**config.mk**
```make
export PLATFORM = sky130hd
export DESIGN_NAME = seq_mult_signed
export DESIGN_NICKNAME = d
export VERILOG_FILES = /design/src/rtl/seq_mult_signed.sv
export SDC_FILE = /design/constraint.sdc
export NUM_CORES = 1
export LEC_CHECK = 0
export ABC_AREA = 0
export CORE_MARGIN = 2
export CORE_UTILIZATION = 45
export DETAILED_ROUTE_END_ITERATION = 10
export DONT_BUFFER_PORTS = 1
export GPL_ROUTABILITY_DRIVEN = 0
export PLACE_DENSITY_LB_ADDON = 0.12
export SLEW_MARGIN = 5
export SYNTH_ARGS = -nofsm -noshare
export SYNTH_HDL_FRONTEND = slang
export SYNTH_SLANG_ARGS = --single-unit
```
**constraint.sdc**
```tcl
create_clock -name i_clk -period 2.65 [get_ports i_clk]
set_input_delay 0.6625 -clock i_clk [delete_from_list [all_inputs] [get_ports i_clk]]
set_output_delay 0.6625 -clock i_clk [all_outputs]
set_load 0.005 [all_outputs]
```
**src/rtl/seq_mult_signed.sv**
```systemverilog
// Sequential two's-complement shift-and-add multiplier: one multiplier bit per clock, 2*WIDTH-bit product.
// Optional overflow flag output o_ovf is built only when SEQ_MULT_OVF_EN is defined.
module seq_mult_signed #(
  parameter int WIDTH = 8
) (
  input  logic               i_clk,
  input  logic               i_reset,
  input  logic               i_start,
  input  logic [WIDTH-1:0]   i_mcand,
  input  logic [WIDTH-1:0]   i_mplier,
  output logic               o_busy,
  output logic               o_done,
  output logic [2*WIDTH-1:0] o_product,
  output logic               o_x,
`ifdef SEQ_MULT_OVF_EN
  output logic               o_ovf,
`endif
  output logic [1:0]         o_state
);

  localparam int CW = $clog2(WIDTH) + 1;
  localparam logic [CW-1:0] LAST = CW'(WIDTH - 1);

  typedef enum logic [1:0] {
    ST_IDLE = 2'd0,
    ST_CALC = 2'd1,
    ST_DONE = 2'd2
  } state_t;

  state_t r_state;
  state_t w_state_next;

  logic [WIDTH-1:0]   r_s;
  logic [WIDTH-1:0]   r_a;
  logic [WIDTH-1:0]   r_b;
  logic               r_x;
  logic [CW-1:0]      r_cnt;
  logic [2*WIDTH-1:0] r_product;

  logic               w_accept;
  logic               w_last;
  logic [WIDTH:0]     w_addend;
  logic [WIDTH:0]     w_sum;
  logic [WIDTH:0]     w_xa;
  logic [WIDTH-1:0]   w_a_next;
  logic [WIDTH-1:0]   w_b_next;
  logic               w_x_next;
  logic [2*WIDTH-1:0] w_prod_next;

  // Handshake: i_start is a request seen only in IDLE (accepted on that edge);
  // requests while busy are dropped. o_done is a one-cycle completion pulse and
  // o_product stays stable from that cycle until the next completion or reset.
  assign w_accept = (r_state == ST_IDLE) && i_start;
  assign w_last   = (r_cnt == LAST);

  always_ff @(posedge i_clk) begin
    if (i_reset) begin
      r_state <= ST_IDLE;
    end else begin
      r_state <= w_state_next;
    end
  end

  always_comb begin
    w_state_next = r_state;
    case (r_state)
      ST_IDLE: if (i_start) w_state_next = ST_CALC;
      ST_CALC: if (w_last)  w_state_next = ST_DONE;
      ST_DONE: w_state_next = ST_IDLE;
      default: w_state_next = ST_IDLE;
    endcase
  end

  // The MSB of the multiplier carries negative weight, so the final step subtracts.
  always_comb begin
    w_addend    = {r_s[WIDTH-1], r_s} ^ {(WIDTH+1){w_last}};
    w_sum       = {r_a[WIDTH-1], r_a} + w_addend + (WIDTH+1)'(w_last);
    w_xa        = r_b[0] ? w_sum : {r_a[WIDTH-1], r_a};
    w_x_next    = w_xa[WIDTH];
    w_a_next    = w_xa[WIDTH:1];
    w_b_next    = {w_xa[0], r_b[WIDTH-1:1]};
    w_prod_next = {w_a_next, w_b_next};
  end

  always_ff @(posedge i_clk) begin
    if (i_reset) begin
      r_s       <= '0;
      r_a       <= '0;
      r_b       <= '0;
      r_x       <= 1'b0;
      r_cnt     <= '0;
      r_product <= '0;
    end else if (w_accept) begin
      r_s   <= i_mcand;
      r_b   <= i_mplier;
      r_a   <= '0;
      r_x   <= 1'b0;
      r_cnt <= '0;
    end else if (r_state == ST_CALC) begin
      r_a   <= w_a_next;
      r_b   <= w_b_next;
      r_x   <= w_x_next;
      r_cnt <= r_cnt + CW'(1);
      if (w_last) begin
        r_product <= w_prod_next;
      end
    end
  end

`ifdef SEQ_MULT_OVF_EN
  logic r_ovf;
  logic w_ovf_next;
  logic [WIDTH:0] w_upper;

  // Representable as WIDTH-bit signed only if the top WIDTH+1 bits are a pure sign extension.
  always_comb begin
    w_upper    = w_prod_next[2*WIDTH-1:WIDTH-1];
    w_ovf_next = !((&w_upper) || !(|w_upper));
  end

  always_ff @(posedge i_clk) begin
    if (i_reset) begin
      r_ovf <= 1'b0;
    end else if ((r_state == ST_CALC) && w_last) begin
      r_ovf <= w_ovf_next;
    end
  end

  assign o_ovf = r_ovf;
`endif

  assign o_busy    = (r_state != ST_IDLE);
  assign o_done    = (r_state == ST_DONE);
  assign o_product = r_product;
  assign o_x       = r_x;
  assign o_state   = r_state;

endmodule

```
==> flow_summary.toml <==
[status]
status = "finished clean"

[placed_design]
numPortBuffers = 0
dpl.hpwl_um = 3640

[drt]
route.detailed.drc = 0
ant_nets = 0
routed_wl_um = 5240
drt-pass1-iter-count = 4
dr.first_iter.drc_count = 149
vias_per_cell = 5.38
avgRoutedWirePerCell_um = 15.4
num_vias = 1830

[clock_tree]
clockRootBuffer = "clkbuf_8"
clockBufferDepth = 2
path_clk_slew_ps = 100
insertion_delay_ps = 310
numCtsBuffers = 5
hold_buffers = 0
clkSinkCount = 46
tritoncts = "done"
htreeDepth = 2

[sta]
min_period_ps = 2480
max_freq_mhz = 403
setup_viol = 0
period_share_pct = 93.7
finClkSkew_ps = 7.77
maxSlewHeadroom_pct = 61.4
hold_violations = 0
finalHoldWorstSlack_ps = 411
rsz0062_at_grt = "false"
finalMaxSlewViolations = 0
tightest_slew_ps = 579

[synthesis]
synth_top_area_share_pct = 41.9
yosysWarnings = 0
synth_edf_count = 0
yosys.cell_types.count = 36
synth_top_area_cell = "dfxtp_1"
synth_most_common_cell = "nand2_1"
yosysSeqAreaShare_pct = 41.9
avgSynthCellArea_um2 = 8.06
synth_area_um2 = 2200
syn_inst = 273
synth_seq_cells = 46
synth.area.top_cells = "dfxtp_1 42%, nand2_1 10%, a21oi_1 8.2%"
synth_commonest_cells = "61 x nand2_1, 46 x dfxtp_1, 36 x a21oi_1"
synth-main-ff-cell = "dfxtp_1"
ys_async_sr_fraction_pct = 0
synth_nets = 301

[worst_setup_path]
cp.required_ps = 2860
path_cells = "ha_4, nand3b_4, buf_4, xnor2_1, ha_1, nand2_1, nor2_1, a211oi_2, o31ai_2, xnor2_1, a221oi_1"
path_delay_family = "compound AO/OA/AOI/OAI gates"
critPathMaxStageDelay_ps = 430
worst_setup_path_end_kind = "register"
critPathArrivalTime_ps = 2690
path_class = "register to register"
path_max_fanout = 5
critPathMostFrequentCell = "xnor2_1"
startpoint_type = "register"
worst-path-buf-inv = 1
cp_slowest_cell = "dfxtp_1"

[global_route]
grt_pass1_vias = 1769
grt_max_degree = 36
grt_use_total_pct = 20.2
grt_overflow = 0
antenna_found_initial = 0
grt_pass1_wl_um = 8510

[die]
start_util_pct = 46.6
dieArea_um2 = 5460
coreArea_um2 = 4720
chipWidth_um = 73.9
io_pins = 40
die_h_um = 73.9
row_count = 25

[layout]
layout-drive-gt1-share_pct = 9.89
syn2layout_area_growth_pct = 10.7
final_net_count = 300
insertedDiodeCount = 0

[pwr]
ir_worst_vdd_mv = 0.406
p_leak_nw = 0.875
p_total_mw = 1.43
pwr_density_cell_nw_per_um2 = 589

[flow_run]
drv_cap = 0

[worst_hold_path]
worstHoldPathType = "input port to register"
worst register-to-register path: cells and delay by family, from the launching register on:
family | cells | cell delay [ps]
xor gates and xnor gates | 2 | 330
adders and majority gates | 2 | 520
DFF | 1 | 430
and+or+nand+nor | 3 | 330
AOI/OAI and AO/OA | 3 | 610
buffers and inverters | 1 | 180
per-stage QoR:
step | setup WS [ps] | instance area [µm²] | util, % | setup TNS, ps | cells
5_1_grt | 22.9 | 2430 | 51.5 | 0 | 340
3_3_place_gp | 33.0 | 2250 | 47.7 | 0 | 329
6_report | 166 | 2430 | 51.5 | 0 | 340
2_1_floorplan | 66.8 | 2200 | - | 0 | 273
3_5_place_dp | -0.802 | 2250 | 47.7 | -0.802 | 329
4_1_cts | 28.0 | 2380 | 50.3 | 0 | 337
layout make-up:
class	count	area, µm²
Multi-Input combinational cell	207	1240
Tap cell	67	83.8
Timing Repair Buffer	8	60.1
Clock inverter	3	48.8
Fill cell	473	2290
Clock buffer	5	68.8
Sequential cell	46	921
Inverter	4	15.0
report_power, final:
part           internal [mW]  switching, mW
Combinational         0.0535         0.0838
Sequential             0.714         0.0266
Clock                  0.288          0.269
Total                   1.06          0.379
what timing repair did:
| item | 4_1_cts | 5_1_grt |
|---|---|---|
| resized for setup | 1 | 6 |
| gates cloned | 0 | 1 |
| setup buffers | 0 | 2 |
| endpoints found under the setup margin | 1 | 8 |
| pin swaps | 1 | 0 |
placed cells by master (no fill, tap or decap), types with 2 or more instances in the layout:
master / n
inv_1: 4
and2_1: 2
nor2b_1: 3
a211oi_1: 5
nand2_1: 61
xor2_1: 4
o211ai_1: 2
o21ai_0: 13
nand3_1: 2
or3_1: 2
clkbuf_8: 5
a31oi_1: 4
dfxtp_1: 46
ha_1: 7
nor3_1: 3
a221oi_1: 3
a22oi_1: 7
nor2_1: 21
buf_4: 8
a21oi_1: 35
nand2b_1: 4
o31ai_2: 2
xnor2_1: 10
layer usage:
metal | global-route usage [%] | vias to the layer above | wire length (µm)
met1 | 27.1 | 836 | 2520
met4 | 5.45 | 0 | 55
li1 | - | 941 | -
met3 | 4.53 | 6 | 251
met2 | 32.9 | 47 | 2410
met5 | 0 | - | 0
registers in the layout, summed over array words and instances, names as in the netlist:
signal,flops
o_product,16
o_state,2
r_a,8
r_b,8
r_cnt,4
r_s,8
worst paths after layout:
check                   startpoint                          to  slack, ps  depth (start not counted)
max reg2reg  r_cnt[0]$_SDFFE_PP0P_         r_a[6]$_SDFFE_PP0P_        170                         11
min reg2reg    r_b[4]$_SDFFE_PP0P_   o_product[3]$_SDFFE_PP0P_        470                          2
min                        i_reset  o_product[12]$_SDFFE_PP0P_        410                          1
max          r_cnt[0]$_SDFFE_PP0P_         r_a[6]$_SDFFE_PP0P_        170                         11
cell families (layout without fill, tap and decap cells):
kind of cell | after synthesis | in the layout | synth area share, %
AO/OA/AOI/OAI | 79 | 79 | 22.1
XOR/XNOR | 15 | 15 | 5.97
flip-flops | 46 | 46 | 41.9
AND/OR/NAND/NOR | 103 | 104 | 20.5
buffers and inverters | 21 | 20 | 4.04
adder cells (fa/ha/maj) | 9 | 9 | 5.46
Note: power is estimated with default switching activity, not from simulation.
